==> src/rtl/mmio_bridge_pkg.sv <==
// Shared constants for the MMIO bridge: default device bases and window sizes.
package mmio_bridge_pkg;

  localparam logic [31:0] DEV0_BASE_DFLT = 32'h0000_7F00;
  localparam logic [31:0] DEV1_BASE_DFLT = 32'h0000_7F10;
  localparam logic [31:0] MMIO_BASE_DFLT = 32'h0000_7F00;

  localparam int unsigned DEV_WIN_WORDS  = 3;
  localparam logic [31:0] DEV_WIN_BYTES  = 32'(DEV_WIN_WORDS * 4);
  localparam logic [31:0] MMIO_WIN_BYTES = 32'd256;

  // True when addr lies in [base, base+size); written without base+size to avoid wrap.
  function automatic logic in_window(input logic [31:0] addr,
                                     input logic [31:0] base,
                                     input logic [31:0] size);
    return (addr >= base) && ((addr - base) < size);
  endfunction

endpackage

==> src/rtl/mmio_bridge_byte_merge.sv <==
// Per-lane byte mux: enabled lanes take the new word, the rest keep the old word.
module mmio_bridge_byte_merge
  import mmio_bridge_pkg::*;
(
  input  logic [3:0]  byte_en_i,
  input  logic [31:0] new_word_i,
  input  logic [31:0] old_word_i,
  output logic [31:0] merged_o
);

  always_comb begin
    merged_o = old_word_i;
    for (int n = 0; n < 4; n++) begin
      if (byte_en_i[n]) merged_o[8*n +: 8] = new_word_i[8*n +: 8];
    end
  end

endmodule

==> src/rtl/mmio_bridge.sv <==
// CPU-to-timer MMIO bridge: address decode, read mux, write strobes,
// partial-store merge and a sticky flag for stores into unmapped MMIO space.
module mmio_bridge
  import mmio_bridge_pkg::*;
#(
  parameter logic [31:0] DEV0_BASE = DEV0_BASE_DFLT,
  parameter logic [31:0] DEV1_BASE = DEV1_BASE_DFLT,
  parameter logic [31:0] MMIO_BASE = MMIO_BASE_DFLT
) (
  input  logic        clk,
  input  logic        reset,
  input  logic [31:0] BRG_i_Addr,
  input  logic [3:0]  BRG_i_ByteEnable,
  input  logic [31:0] BRG_i_WData_shifted,
  input  logic        BRG_i_WEnable,
  input  logic [31:0] BRG_i_DEV0_RData,
  input  logic [31:0] BRG_i_DEV1_RData,
  output logic [31:0] BRG_o_RData,
  output logic [31:0] BRG_o_Dev_Addr,
  output logic        BRG_o_Dev0_WEnable,
  output logic        BRG_o_Dev1_WEnable,
  output logic [31:0] BRG_o_Dev_WData,
  output logic        BRG_o_Fault
);

  logic [31:0] word_addr;
  logic        hit0;
  logic        hit1;
  logic        in_mmio;
  logic        fault_set;
  logic [31:0] sel_rdata;
  logic        fault_q;
  logic        fault_d;
  logic [1:0]  unused_addr_lsbs;

  assign word_addr        = {BRG_i_Addr[31:2], 2'b00};
  assign unused_addr_lsbs = BRG_i_Addr[1:0];

  assign hit0    = in_window(word_addr, DEV0_BASE, DEV_WIN_BYTES);
  assign hit1    = in_window(word_addr, DEV1_BASE, DEV_WIN_BYTES);
  assign in_mmio = in_window(word_addr, MMIO_BASE, MMIO_WIN_BYTES);

  // With no hit the old word is zero, so unselected lanes merge to zero.
  always_comb begin
    sel_rdata = 32'h0;
    if (hit0)      sel_rdata = BRG_i_DEV0_RData;
    else if (hit1) sel_rdata = BRG_i_DEV1_RData;
  end

  mmio_bridge_byte_merge u_byte_merge (
    .byte_en_i  (BRG_i_ByteEnable),
    .new_word_i (BRG_i_WData_shifted),
    .old_word_i (sel_rdata),
    .merged_o   (BRG_o_Dev_WData)
  );

  assign BRG_o_RData        = sel_rdata;
  assign BRG_o_Dev_Addr     = word_addr;
  assign BRG_o_Dev0_WEnable = BRG_i_WEnable & hit0;
  assign BRG_o_Dev1_WEnable = BRG_i_WEnable & hit1;

  assign fault_set = BRG_i_WEnable & in_mmio & ~hit0 & ~hit1;
  assign fault_d   = fault_q | fault_set;

  always_ff @(posedge clk) begin
    if (reset) fault_q <= 1'b0;
    else       fault_q <= fault_d;
  end

  assign BRG_o_Fault = fault_q;

endmodule

==> config.mk <==
export PLATFORM = sky130hd
export DESIGN_NAME = mmio_bridge
export DESIGN_NICKNAME = d
export VERILOG_FILES = /design/src/rtl/mmio_bridge_pkg.sv /design/src/rtl/mmio_bridge_byte_merge.sv /design/src/rtl/mmio_bridge.sv
export SDC_FILE = /design/constraint.sdc
export NUM_CORES = 1
export LEC_CHECK = 0
export BUFFER_PORTS_ARGS = -buffer_cell sky130_fd_sc_hd__buf_2
export CORE_AREA = 5 5 87 89
export CTS_BUF_LIST = sky130_fd_sc_hd__clkbuf_8
export DETAILED_ROUTE_END_ITERATION = 7
export DIE_AREA = 0 0 92 94
export GPL_ROUTABILITY_DRIVEN = 0
export PLACE_DENSITY = 0.79
export SETUP_SLACK_MARGIN = 0.3
export SKIP_LAST_GASP = 1
export SYNTH_ARGS = -nofsm -noshare
export SYNTH_HDL_FRONTEND = slang
export SYNTH_SLANG_ARGS = --single-unit
==> constraint.sdc <==
create_clock -name clk -period 4.7 [get_ports clk]
set_input_delay 0.705 -clock clk [delete_from_list [all_inputs] [get_ports clk]]
set_output_delay 0.705 -clock clk [all_outputs]
set_load 0.02 [all_outputs]
==> reports/qor.csv <==
metric,value,unit
slowest_delay,0.66,ns
relSlewSlack,25.8,%
dieArea,0.00865,mm2
finalPower,0.000236,W
hold_violations,0,
grt_max_degree,35,
drive_gt1_share,53.7,%
synth_cell_type_count,41,
largest_reg_flops,1,
cp_max_fo,34,
yosysMostFrequentCell,nand2_1,
synth_area_per_cell,6.81,um2
antenna_found_initial,0,
critPathLaunchType,input pin,
vias,3257,
worst_slack,0.679,ns
ys_warn_count,0,
combPwrFrac,96.3,%
pre_cts_ws,0.428,ns
design_area,0.00324,mm2
holdCritPathClass,reg2reg,
grt_pass1_vias,2978,
p_sw,0.000135,W
critPathSlowestCell,mux2i_4,
netlist_instances,340,
clk_pin_slew,0,ns
slew_viol_final,0,
final.period_utilization,85.6,%
layout.nets,655,
ys_seq_area_share,0.864,%
setup_viol,0,
n_antenna_cell,0,
placed_area,0.00323,mm2
end_kind,output port,
grt_use_total,18.3,%
n_fill_cell,688,
final.setup_skew,0,ns
ys_top_cells_by_count,"99 x nand2_1, 36 x buf_4, 35 x inv_1",
switching_share,57.4,%
ys_ff_latch,1,
async_reset_ff_share,0,%
cp_cell_sequence,"buf_2, nor4_1, or3_1, nand2_1, mux2i_4, buf_4, o31ai_1, buf_2",
routed_wl,9390,um
grt_pass1_wl,13800,um
timing.fmax,249,MHz
rsz0062_at_grt,no,
final.setup.tns,0,ns
area_growth,40.0,%
viasPerCell,5.45,
synth_edf_count,0,
io_buffer_count,229,
dieHeight,94,um
crit_top_cell,buf_2,
firstDrtPassIters,6,
leakage,1.76,nW
dr.first_iter.drc_count,175,
grt_overflow,0,
intPower,0.000101,W
clock_latency,0,ns
wl_per_cell,15.7,um
fin_crit,4.02,ns
max_cap_viol_count,0,
tightestPinTransition,1.09,ns
dpl.hpwl,7500,um
cp.arrival,3.32,ns
ant_nets,0,
clkPwrFrac,0,%
postCtsHoldBufs,0,
synth_area,0.00232,mm2
synth_area_leaders,"o41ai_2 21%, nand2_1 16%, o31a_1 12%, buf_4 12%, o31ai_1 9.7%",
drc,0,
coreArea,0.00668,mm2
start_util,34.7,%
fp.dieW,92,um
vdd_drop_max,57.0,uV
rows,30,
crit_type,in2out,
synth-main-ff-cell,dfxtp_1,
yosys.area.top_type,o41ai_2,
io_pins,234,
synth_top_cell_area_share,21.1,%
status,"complete, no violations",
power_frac_seq,3.7,%
worst_ep_required_time,3.99,ns
power.density,72.8,mW/mm2
-- worst max-delay path, delay by kind of cell --
kind | cells | cell delay (ns)
muxes | 1 | 0.66
buffers and inverters | 3 | 0.84
AOI/OAI and AO/OA | 1 | 0.14
and+or+nand+nor | 3 | 0.95
-- final timing paths --
path	start	endpoint	slack, ns	cells after the start
worst max-delay path	BRG_i_Addr[7]	BRG_o_RData[23]	0.68	8
worst min-delay path	BRG_o_Fault$_SDFF_PP0_	BRG_o_Fault$_SDFF_PP0_	0.53	1
worst max register to register	BRG_o_Fault$_SDFF_PP0_	BRG_o_Fault$_SDFF_PP0_	3.94	1
worst min register to register	BRG_o_Fault$_SDFF_PP0_	BRG_o_Fault$_SDFF_PP0_	0.53	1
-- cell usage in the layout (no fill, tap or decap), types with 2 or more instances in the layout --
cell type / instances
nand4_1: 2
and3_1: 2
buf_2: 229
o21bai_1: 2
o31ai_2: 2
a211oi_1: 3
conb_1: 2
buf_4: 10
nand2b_1: 2
o31a_1: 32
or3_1: 2
o31ai_1: 30
nor3_1: 3
o41ai_2: 30
nor4_1: 2
inv_1: 35
o21ai_0: 3
a21oi_1: 2
nand3_1: 2
o41ai_1: 3
nand2_1: 99
nor2_1: 2
nand4_2: 2
-- layout make-up --
cell class	instances	area [um2]	share of cell area, %
Multi-Input combinational cell	243	1770	54.6
Timing Repair Buffer	239	1220	37.7
Inverter	35	131	4.05
Tap cell	80	100	3.09
Sequential cell	1	20.0	0.617
-- timing repair --
action	CTS	global route
resized for setup	0	0
setup endpoints to repair	0	28
buffers inserted	0	0
hold endpoints to repair	0	0
-- power by group through the flow --
stage                     combinational [W]  clock (W)  sequential [W]
after global routing               0.000246          0      0.00000866
after floorplan                    0.000141          0      0.00000866
after detailed placement           0.000224          0      0.00000866
after CTS                          0.000225          0      0.00000866
final                              0.000228          0      0.00000866
after global placement             0.000219          0      0.00000866
-- kinds of logic after synthesis --
group,Yosys count,share of synthesized area [%]
buffers and inverters,98,24.2
flip-flops,1,0.864
XOR/XNOR,1,0.378
other,1,0.162
AND/OR/NAND/NOR,127,24.6
AO/OA/AOI/OAI,111,49.4
multiplexers,1,0.432
-- per-layer routing --
layer | GRT usage, % | wire, um | vias up
met5 | 0 | 0 | -
met4 | 1.11 | 36 | 0
met3 | 2.16 | 906 | 8
met2 | 36.0 | 4880 | 172
met1 | 22.0 | 3570 | 1509
li1 | - | - | 1568
-- metrics by stage --
| step | hold slack [ns] | util [%] | instances |
|---|---|---|---|
| 5_1_grt | 0.569 | 48.5 | 598 |
| 6_report | 0.526 | 48.5 | 598 |
| 3_5_place_dp | 0.527 | 48.3 | 597 |
| 4_1_cts | 0.527 | 48.3 | 597 |
| 3_3_place_gp | 0.510 | 48.3 | 597 |
| 2_1_floorplan | 0.646 | - | 341 |
Power figures use the tool's default switching activity.
